--- config.mk ---
export PLATFORM = sky130hd
export DESIGN_NAME = computation_slave
export DESIGN_NICKNAME = d
export VERILOG_FILES = /design/src/rtl/computation_pkg.sv /design/src/rtl/seq_mult_shift_add.sv /design/src/rtl/computation_slave.sv
export SDC_FILE = /design/constraint.sdc
export NUM_CORES = 2
export LEC_CHECK = 0
export CAP_MARGIN = 0
export CORE_MARGIN = 2
export CORE_UTILIZATION = 47
export CTS_CLUSTER_DIAMETER = 200
export CTS_CLUSTER_SIZE = 25
export DETAILED_ROUTE_END_ITERATION = 10
export SLEW_MARGIN = 20
export SYNTH_ARGS = -nofsm -noshare
export SYNTH_HDL_FRONTEND = slang
export SYNTH_SLANG_ARGS = --single-unit
export TNS_END_PERCENT = 30
--- constraint.sdc ---
create_clock -name clock -period 4.1 [get_ports clock]
set_input_delay 0.615 -clock clock [delete_from_list [all_inputs] [get_ports clock]]
set_output_delay 0.615 -clock clock [all_outputs]
set_load 0.01 [all_outputs]
--- src/rtl/computation_pkg.sv ---
// Shared definitions for the 128-bit operand link (slave and master-side transceiver).
package computation_pkg;

  // Framing FSM states of the slave
  typedef enum logic [1:0] {
    RECV = 2'd0,
    MUL  = 2'd1,
    SEND = 2'd2
  } state_t;

  // Link byte width and default operand width
  localparam int BYTE_W    = 8;
  localparam int OPERAND_W = 64;

  // Bytes per frame in each direction: {param1, param2} inbound, product outbound
  localparam int FRAME_BYTES = 2 * OPERAND_W / BYTE_W;

  // Byte 0 of every frame carries the most significant byte of the frame
  localparam bit MSB_FIRST = 1'b1;

  // Bit position of the least significant bit of byte idx in an n_bytes frame
  function automatic int frame_byte_lsb(input int idx, input int n_bytes);
    return (n_bytes - 1 - idx) * BYTE_W;
  endfunction

endpackage

--- src/rtl/seq_mult_shift_add.sv ---
// Iterative unsigned shift-add multiplier: one multiplier bit per clock, fixed DATA_W-cycle latency.
module seq_mult_shift_add
  import computation_pkg::*;
#(
  parameter int DATA_W = 64
) (
  input  logic                  clock,
  input  logic                  reset,
  input  logic                  start,
  input  logic [DATA_W-1:0]     a,
  input  logic [DATA_W-1:0]     b,
  output logic                  done,
  output logic [2*DATA_W-1:0]   p
);

  localparam int CNT_W = $clog2(DATA_W);

  logic [2*DATA_W-1:0] acc_q;
  logic [2*DATA_W-1:0] mcand_q;
  logic [DATA_W-1:0]   mplier_q;
  logic [CNT_W-1:0]    bits_left_q;
  logic                running_q;
  logic                done_q;

  // Start handles bit 0 of b directly so the whole product takes exactly DATA_W cycles;
  // the remaining DATA_W-1 bits are consumed one per cycle, done pulses after the last one.
  always_ff @(posedge clock) begin
    if (reset) begin
      acc_q       <= '0;
      mcand_q     <= '0;
      mplier_q    <= '0;
      bits_left_q <= '0;
      running_q   <= 1'b0;
      done_q      <= 1'b0;
    end else begin
      done_q <= 1'b0;
      if (start) begin
        acc_q       <= b[0] ? {{DATA_W{1'b0}}, a} : '0;
        mcand_q     <= {{(DATA_W-1){1'b0}}, a, 1'b0};
        mplier_q    <= b >> 1;
        bits_left_q <= CNT_W'(DATA_W - 1);
        running_q   <= 1'b1;
      end else if (running_q) begin
        if (mplier_q[0]) begin
          acc_q <= acc_q + mcand_q;
        end
        mcand_q     <= mcand_q << 1;
        mplier_q    <= mplier_q >> 1;
        bits_left_q <= bits_left_q - CNT_W'(1);
        if (bits_left_q == CNT_W'(1)) begin
          running_q <= 1'b0;
          done_q    <= 1'b1;
        end
      end
    end
  end

  assign done = done_q;
  assign p    = acc_q;

endmodule

--- src/rtl/computation_slave.sv ---
// Far end of the operand link: receives {param1, param2} byte frames, multiplies, returns the product.
module computation_slave
  import computation_pkg::*;
#(
  parameter int DATA_W      = 64,
  parameter int GAP_TIMEOUT = 50000
) (
  input  logic         clock,
  input  logic         reset,
  input  logic [7:0]   rx_byte,
  input  logic         rx_valid,
  output logic [7:0]   tx_byte,
  output logic         tx_valid,
  input  logic         tx_ready,
  output logic         busy,
  output logic         frame_done,
  output logic         overrun,
  output logic         timeout
);

  localparam int FRAME_N    = 2 * DATA_W / BYTE_W;
  localparam int FRAME_BITS = 2 * DATA_W;
  localparam int CNT_W      = $clog2(FRAME_N);
  localparam int GAP_W      = $clog2(GAP_TIMEOUT + 1);

  state_t                state_q;
  state_t                state_d;
  logic [CNT_W-1:0]      rx_cnt_q;
  logic [CNT_W-1:0]      tx_cnt_q;
  logic [GAP_W-1:0]      gap_q;
  logic [FRAME_BITS-1:0] frame_q;
  logic [FRAME_BITS-1:0] product_q;
  logic                  start_q;
  logic                  hold_q;
  logic                  mult_done;
  logic [FRAME_BITS-1:0] mult_p;
  logic                  gap_expired;
  logic                  tx_fire;
  logic                  rx_last;
  logic                  tx_last;

  // A partial frame expires once the idle gap reaches the limit; an empty frame never expires
  assign gap_expired = (state_q == RECV) && (rx_cnt_q != '0) && (gap_q == GAP_W'(GAP_TIMEOUT));
  assign rx_last     = (rx_cnt_q == CNT_W'(FRAME_N - 1));
  assign tx_last     = (tx_cnt_q == CNT_W'(FRAME_N - 1));

  // A byte is only issued while the transmitter is idle and the post-byte hold cycle is over
  assign tx_fire = (state_q == SEND) && tx_ready && !hold_q;
  assign tx_byte = tx_fire ? product_q[FRAME_BITS-1 -: BYTE_W] : '0;

  seq_mult_shift_add #(
    .DATA_W (DATA_W)
  ) u_mult (
    .clock (clock),
    .reset (reset),
    .start (start_q),
    .a     (frame_q[FRAME_BITS-1 -: DATA_W]),
    .b     (frame_q[DATA_W-1:0]),
    .done  (mult_done),
    .p     (mult_p)
  );

  // State register; a reset at any point abandons the current frame
  always_ff @(posedge clock) begin
    if (reset) begin
      state_q <= RECV;
    end else begin
      state_q <= state_d;
    end
  end

  // Next-state decode and the status strobes that depend on the current state
  always_comb begin
    state_d    = state_q;
    tx_valid   = 1'b0;
    frame_done = 1'b0;
    overrun    = 1'b0;
    timeout    = 1'b0;
    busy       = (state_q != RECV);
    case (state_q)
      RECV: begin
        timeout = gap_expired;
        if (rx_valid && !gap_expired && rx_last) begin
          state_d = MUL;
        end
      end
      MUL: begin
        overrun = rx_valid;
        if (mult_done) begin
          state_d = SEND;
        end
      end
      SEND: begin
        overrun  = rx_valid;
        tx_valid = tx_fire;
        if (tx_fire && tx_last) begin
          frame_done = 1'b1;
          state_d    = RECV;
        end
      end
      default: begin
        state_d = RECV;
      end
    endcase
  end

  // Datapath: inbound shift register with gap timer, multiplier kick-off, outbound shift register
  always_ff @(posedge clock) begin
    if (reset) begin
      rx_cnt_q  <= '0;
      tx_cnt_q  <= '0;
      gap_q     <= '0;
      frame_q   <= '0;
      product_q <= '0;
      start_q   <= 1'b0;
      hold_q    <= 1'b0;
    end else begin
      start_q <= 1'b0;
      case (state_q)
        RECV: begin
          if (rx_valid) begin
            frame_q <= {frame_q[FRAME_BITS-BYTE_W-1:0], rx_byte};
            gap_q   <= '0;
            if (gap_expired) begin
              rx_cnt_q <= CNT_W'(1);
            end else if (rx_last) begin
              rx_cnt_q <= '0;
              start_q  <= 1'b1;
            end else begin
              rx_cnt_q <= rx_cnt_q + CNT_W'(1);
            end
          end else if (gap_expired) begin
            rx_cnt_q <= '0;
            gap_q    <= '0;
          end else if (rx_cnt_q != '0) begin
            gap_q <= gap_q + GAP_W'(1);
          end else begin
            gap_q <= '0;
          end
        end
        MUL: begin
          if (mult_done) begin
            product_q <= mult_p;
            tx_cnt_q  <= '0;
            hold_q    <= 1'b0;
          end
        end
        SEND: begin
          hold_q <= tx_fire;
          if (tx_fire) begin
            product_q <= product_q << BYTE_W;
            tx_cnt_q  <= tx_last ? '0 : tx_cnt_q + CNT_W'(1);
          end
        end
        default: begin
          hold_q <= 1'b0;
        end
      endcase
    end
  end

endmodule
Word-level counts from Yosys, hierarchy flattened
Index checks and enable logic that the tools add are counted.
Widths: inputs -> output; s select.
{ "totals": {"register_bits": 610, "word_cells": 100, "inputBits": 12} }
{ "op_classes": {"n_addsub": 5, "muxes": 41, "bitwise": 3, "n_eq_ne": 10, "reduce_logical": 26} }
{ "op_table": {"columns": ["op", "count"], "rows": [
  ["$mux 128", 5],
  ["$pmux 128 s2", 1],
  ["$mux 65", 2],
  ["$add 128x128->128", 1],
  ["$mux 63", 2],
  ["$mux 64", 1],
  ["$mux 16", 3],
  ["$mux 4", 7],
  ["$add 16x1->16 const B", 1],
  ["$eq 16x16->1 const B", 1],
  ["$mux 6", 2],
  ["$mux 1", 11],
  ["$reduce_bool 2->1", 5],
  ["$add 4x1->4 const B", 2],
  ["$eq 4x4->1 const B", 2],
  ["$mux 8", 1],
  ["$pmux 4 s2", 1],
  ["$reduce_and 2->1", 4],
  ["$logic_and 1x1->1", 7],
  ["$eq 6x1->1 const B", 1],
  ["$mux 2", 3],
  ["$ne 2x1->1 const B", 3],
  ["$pmux 2 s3", 1],
  ["$reduce_and 3->1", 2],
  ["other kinds (12)", 16]
]} }

Logic depth before layout (Yosys ltp)
{ "logic_depth": {"word_depth": 8, "depth_mapped": 15, "mapped_depth_nobuf": 15} }

By module
A second synthesis with hierarchy kept.
{ "unflattened": {"cells_unflattened": 4182, "area_unflattened_um2": 33084.2} }
{ "by_module_without_submodules": {"columns": ["module", "n_inst", "area_each_um2", "cells_per_inst", "seq_area_each_um2"], "rows": [
  ["seq_mult_shift_add", 1, 21574.4, 2859, 6526.3],
  ["computation_slave", 1, 11509.8, 1323, 5685.5]
]} }

Least setup slack after synthesis
Ideal clock, no wire load.
{ "synth_timing": {"path_type": "reg-to-reg", "start": "register u_mult.acc_q[1] (netlist: u_mult.p[1])", "end": "register u_mult.acc_q[121] (netlist: u_mult.p[121])", "stages_incl_launch_ff": 16, "setup_ns": 0.124, "setup_slack_ns": 0.701, "arrival_ns": 3.274, "n_path_buf": 0, "period_less_slack_ns": 3.399, "path_cell_list": "dfxtp_1 > ha_1 > inv_1 > fa_1 > nand2b_1 > a21oi_4 > o211ai_2 > a311oi_2 > a311oi_1 > a2111oi_2 > nor2_2 > o21ai_2 > a31oi_2 > o41ai_4 > a211o_1 > nand3_1"} }
{ "synth_between": {"elab_chain_cells": 4} }
{ "synth_rtl": {"columns": ["item", "line", "rtl"], "rows": [
  ["start: declaration", "seq_mult_shift_add.sv:18", "logic [2*DATA_W-1:0] acc_q;"],
  ["start signal: assignment", "seq_mult_shift_add.sv:38", "acc_q <= b[0] ? {{DATA_W{1'b0}}, a} : '0;"],
  ["start signal: assignment", "seq_mult_shift_add.sv:45", "acc_q <= acc_q + mcand_q;"],
  ["$add 128x128->128", "seq_mult_shift_add.sv:45", null],
  ["$mux 128", "seq_mult_shift_add.sv:44", "if (mplier_q[0]) begin"],
  ["$mux 128", "seq_mult_shift_add.sv:43", "end else if (running_q) begin"],
  ["$mux 128", "seq_mult_shift_add.sv:37", "if (start) begin"]
]} }
Every way passes these cells. The select of a mux whose other input is x is not followed.
A chain may end at the register's enable or synchronous reset.

Final worst setup path
{ "layout_timing": {"start": "register u_mult.mcand_q[12]", "end": "register u_mult.acc_q[116] (netlist: u_mult.p[116])"} }
{ "layout_between": {"elab_chain_cells": 4} }
{ "layout_rtl": {"columns": ["item", "line", "rtl"], "rows": [
  ["start: declaration", "seq_mult_shift_add.sv:19", "logic [2*DATA_W-1:0] mcand_q;"],
  ["start signal: assignment", "seq_mult_shift_add.sv:39", "mcand_q <= {{(DATA_W-1){1'b0}}, a, 1'b0};"],
  ["start signal: assignment", "seq_mult_shift_add.sv:47", "mcand_q <= mcand_q << 1;"],
  ["$add 128x128->128", "seq_mult_shift_add.sv:45", null],
  ["$mux 128", "seq_mult_shift_add.sv:44", null],
  ["$mux 128", "seq_mult_shift_add.sv:43", null],
  ["$mux 128", "seq_mult_shift_add.sv:37", null]
]} }
Every way passes these cells. The select of a mux whose other input is x is not followed.

==> flow_summary_export.csv <==
group,metric,value,unit
grt,grt_max_degree,189,
clocking,htree_levels,1,
power,vdd.ir_drop.worst,0.3689,mV
cells_and_area,area.growth.synth_to_final,5.034,%
route,drc,0,
route,drt_iter0_drc,2214,
route,viasPerCell,5.793,
logic_synthesis,synth_edf_count,0,
floorplanning,die_w,266.1,um
timing,slew_violations,0,
logic_synthesis,async_reset_ff_share,0,%
grt,grt_pass1_vias,25550,
grt,track_usage,24.88,%
floorplanning,num_rows,96,
critical_path,cp_max_fo,7,
critical_path,r2r_slack,210,ps
critical_path,startpoint_type,"flop",
clocking,clk_pin_slew,100,ps
place,post-dp-hpwl,63430,um
logic_synthesis,yosysTopAreaCell,"dfxtp_1",
timing,fin_crit,3894,ps
clocking,cts_tree,"yes",
worst_hold_path,hold_depth,2,
place,place_area,33150,sq um
run_status,status,"finished clean",
place,pre_cts_ws,82.82,ps
clocking,cts_hold_buf,0,
power,cellPowerDensity,316.9,nW/um^2
floorplanning,io_pins,25,
floorplanning,fp.dieH,266.1,um
timing,fin_tns_setup,0,ps
route,dr.pass1.iters,7,
critical_path,crit_type,"flop to flop",
floorplanning,dieArea,70810,sq um
logic_synthesis,synth_flop_cell,"dfxtp_1",
logic_synthesis,syn-instance-count,4077,
logic_synthesis,synth_top_area_share,37.82,%
grt,grt_pass1_wl,143300,um
timing,rsz0062_at_grt,"false",
route,ant_nets,0,
route,route.vias.total,27760,
clocking,cts_sinks,610,
logic_synthesis,syn-cell-area,32290,sq um
place,gp_congestion,0.9598,
clocking,clockRootBuffer,"clkbuf_16",
logic_synthesis,synthMostInstantiatedCell,"nor2_1",
cells_and_area,multiInputGateArea,18860,sq um
logic_synthesis,synth_top_cells_by_count,"nor2_1 (637), dfxtp_1 (610), nand2_1 (519)",
floorplanning,start_util,47.24,%
critical_path,endpoint_kind,"flop",
clocking,clockBufferDepth,3,
cells_and_area,fillers,6776,
critical_path,r2r_start,"u_mult.mcand_q[12]",
cells_and_area,regArea,12220,sq um
logic_synthesis,syn_avg_cell_area,7.920,sq um
clocking,cts_buffers,28,
logic_synthesis,synth.yosys.warnings,0,
worst_hold_path,hp-start,"reset",
logic_synthesis,syn_nets,4227,
route,wl_per_cell,18.90,um
cells_and_area,final_area,33910,sq um
cells_and_area,nets,4058,
critical_path,cp.required,4630,ps
floorplanning,coreArea,68350,sq um
grt,grt_overflow_total,0,
logic_synthesis,synth_area_leaders,"dfxtp_1 (38%), mux2i_1 (9.7%), a21oi_1 (7.7%)",
place,port_buffers,24,
timing,clock.fmax,0.2568,GHz
clocking,clk_latency,630,ps
timing,timing.final.ws_setup,205.7,ps
logic_synthesis,ys_ff_latch,610,
timing,final.period_utilization,94.98,%
timing,setup-violations-final,0,
timing,whs,406.8,ps
worst_hold_path,holdPathEnd,"u_mult.mcand_q[14]",
cells_and_area,drive_gt1_share,3.427,%
cells_and_area,insertedDiodeCount,0,
critical_path,reg2reg_to,"u_mult.p[116]",
run,cap_violations,0,
route,totalWireLength,90550,um
power,power.leakage,11.54,nW
timing,hold_violations,0,
critical_path,crit_arrival,4420,ps
timing,skew,24.83,ps
critical_path,r2r_cells,13,
timing,worstMarginPinSlew,1110,ps
logic_synthesis,yosysSeqAreaShare,37.82,%
worst_hold_path,hp-class,"input port to flop",
logic_synthesis,yosysUniqueCellTypes,75,
grt,antenna_found_initial,0,
timing,maxSlewHeadroom,26.01,%
-- placed cells by master (no fill, tap or decap), drive strengths merged, types with 45 or more instances in the layout --
master    n
dfxtp   610
nor2    639
inv      45
ha      137
buf      66
nand2   520
xnor2    75
a21oi   499
mux2i   313
a21o     50
nand3    62
nand4    59
xor2     50
a211oi  144
o21ai   220
-- cell type report --
type	instances	share of cell area, %
tap	882	3.254
clock inverter	2	0.09592
clock buffer	30	2.088
sequential	610	36.03
timing repair buffer	89	2.420
multi-input combinational	3134	55.61
inverter	45	0.4981
-- cell families (layout without fill, tap and decap cells) --
kind of cell	after synthesis	after routing	share of synthesized area, %
and+or+nand+nor	1449	1449	18.97
AOI/OAI and AO/OA	1109	1109	20.76
DFF	610	610	37.82
buffers and inverters	333	166	3.980
muxes	313	313	9.703
adders and majority gates	138	138	5.371
xor gates and xnor gates	125	125	3.391
-- metal layers --
metal	GRT usage [%]	part of all wire [%]
met5	0	0
met3	2.338	3.8
met4	5.846	2.4
met2	40.65	45
met1	35.42	49
-- worst max-delay path by stage --
stage                                  start            end  slack [ps]  cells after the start
after floorplan                  u_mult.p[1]  u_mult.p[121]         700                     15
after global placement           u_mult.p[1]  u_mult.p[121]         100                     15
after detailed placement         u_mult.p[1]  u_mult.p[121]          80                     15
after CTS                        u_mult.p[1]  u_mult.p[121]          60                     15
after global routing      u_mult.mcand_q[12]  u_mult.p[116]          40                     13
final                     u_mult.mcand_q[12]  u_mult.p[116]         210                     13
-- flip-flops by register name, indices dropped and copies added (netlist names) --
signal / flops
hold_q: 1
u_mult.bits_left_q: 6
rx_cnt_q: 4
product_q: 128
u_mult.done: 1
u_mult.mcand_q: 127
frame_q: 128
u_mult.mplier_q: 63
u_mult.running_q: 1
tx_cnt_q: 4
state_q: 2
u_mult.p: 128
gap_q: 16
start_q: 1
-- worst max-delay path: stages, from the launching register on --
cell     delay [ps]
dfxtp_1         370
ha_1            410
nand2_1         120
nor3_1          310
nand3_1         150
a311o_1         340
o21a_1          230
o21a_1          290
o211a_1         330
o41ai_4         440
a31oi_1         290
o21a_1          280
xor2_1          150
o21ai_1          70
-- per-stage QoR --
stage,power [mW],std cells,util (%)
2_1_floorplan,7.310,4077,-
3_3_place_gp,7.665,4759,48.50
3_5_place_dp,7.690,4759,48.50
4_1_cts,10.88,4791,49.58
5_1_grt,11.21,4792,49.62
6_report,10.75,4792,49.62
-- report_power, final --
group / internal (mW) / switching [mW] / total (mW)
combinational: 0.355 / 0.733 / 1.09
clock: 1.25 / 1.96 / 3.21
sequential: 6.23 / 0.227 / 6.45
-- repair_timing --
action,4_1_cts,5_1_grt
buffers inserted,0,1
gates resized for setup,0,2
setup endpoints to repair,0,11
(Power assumes the default switching activity.)
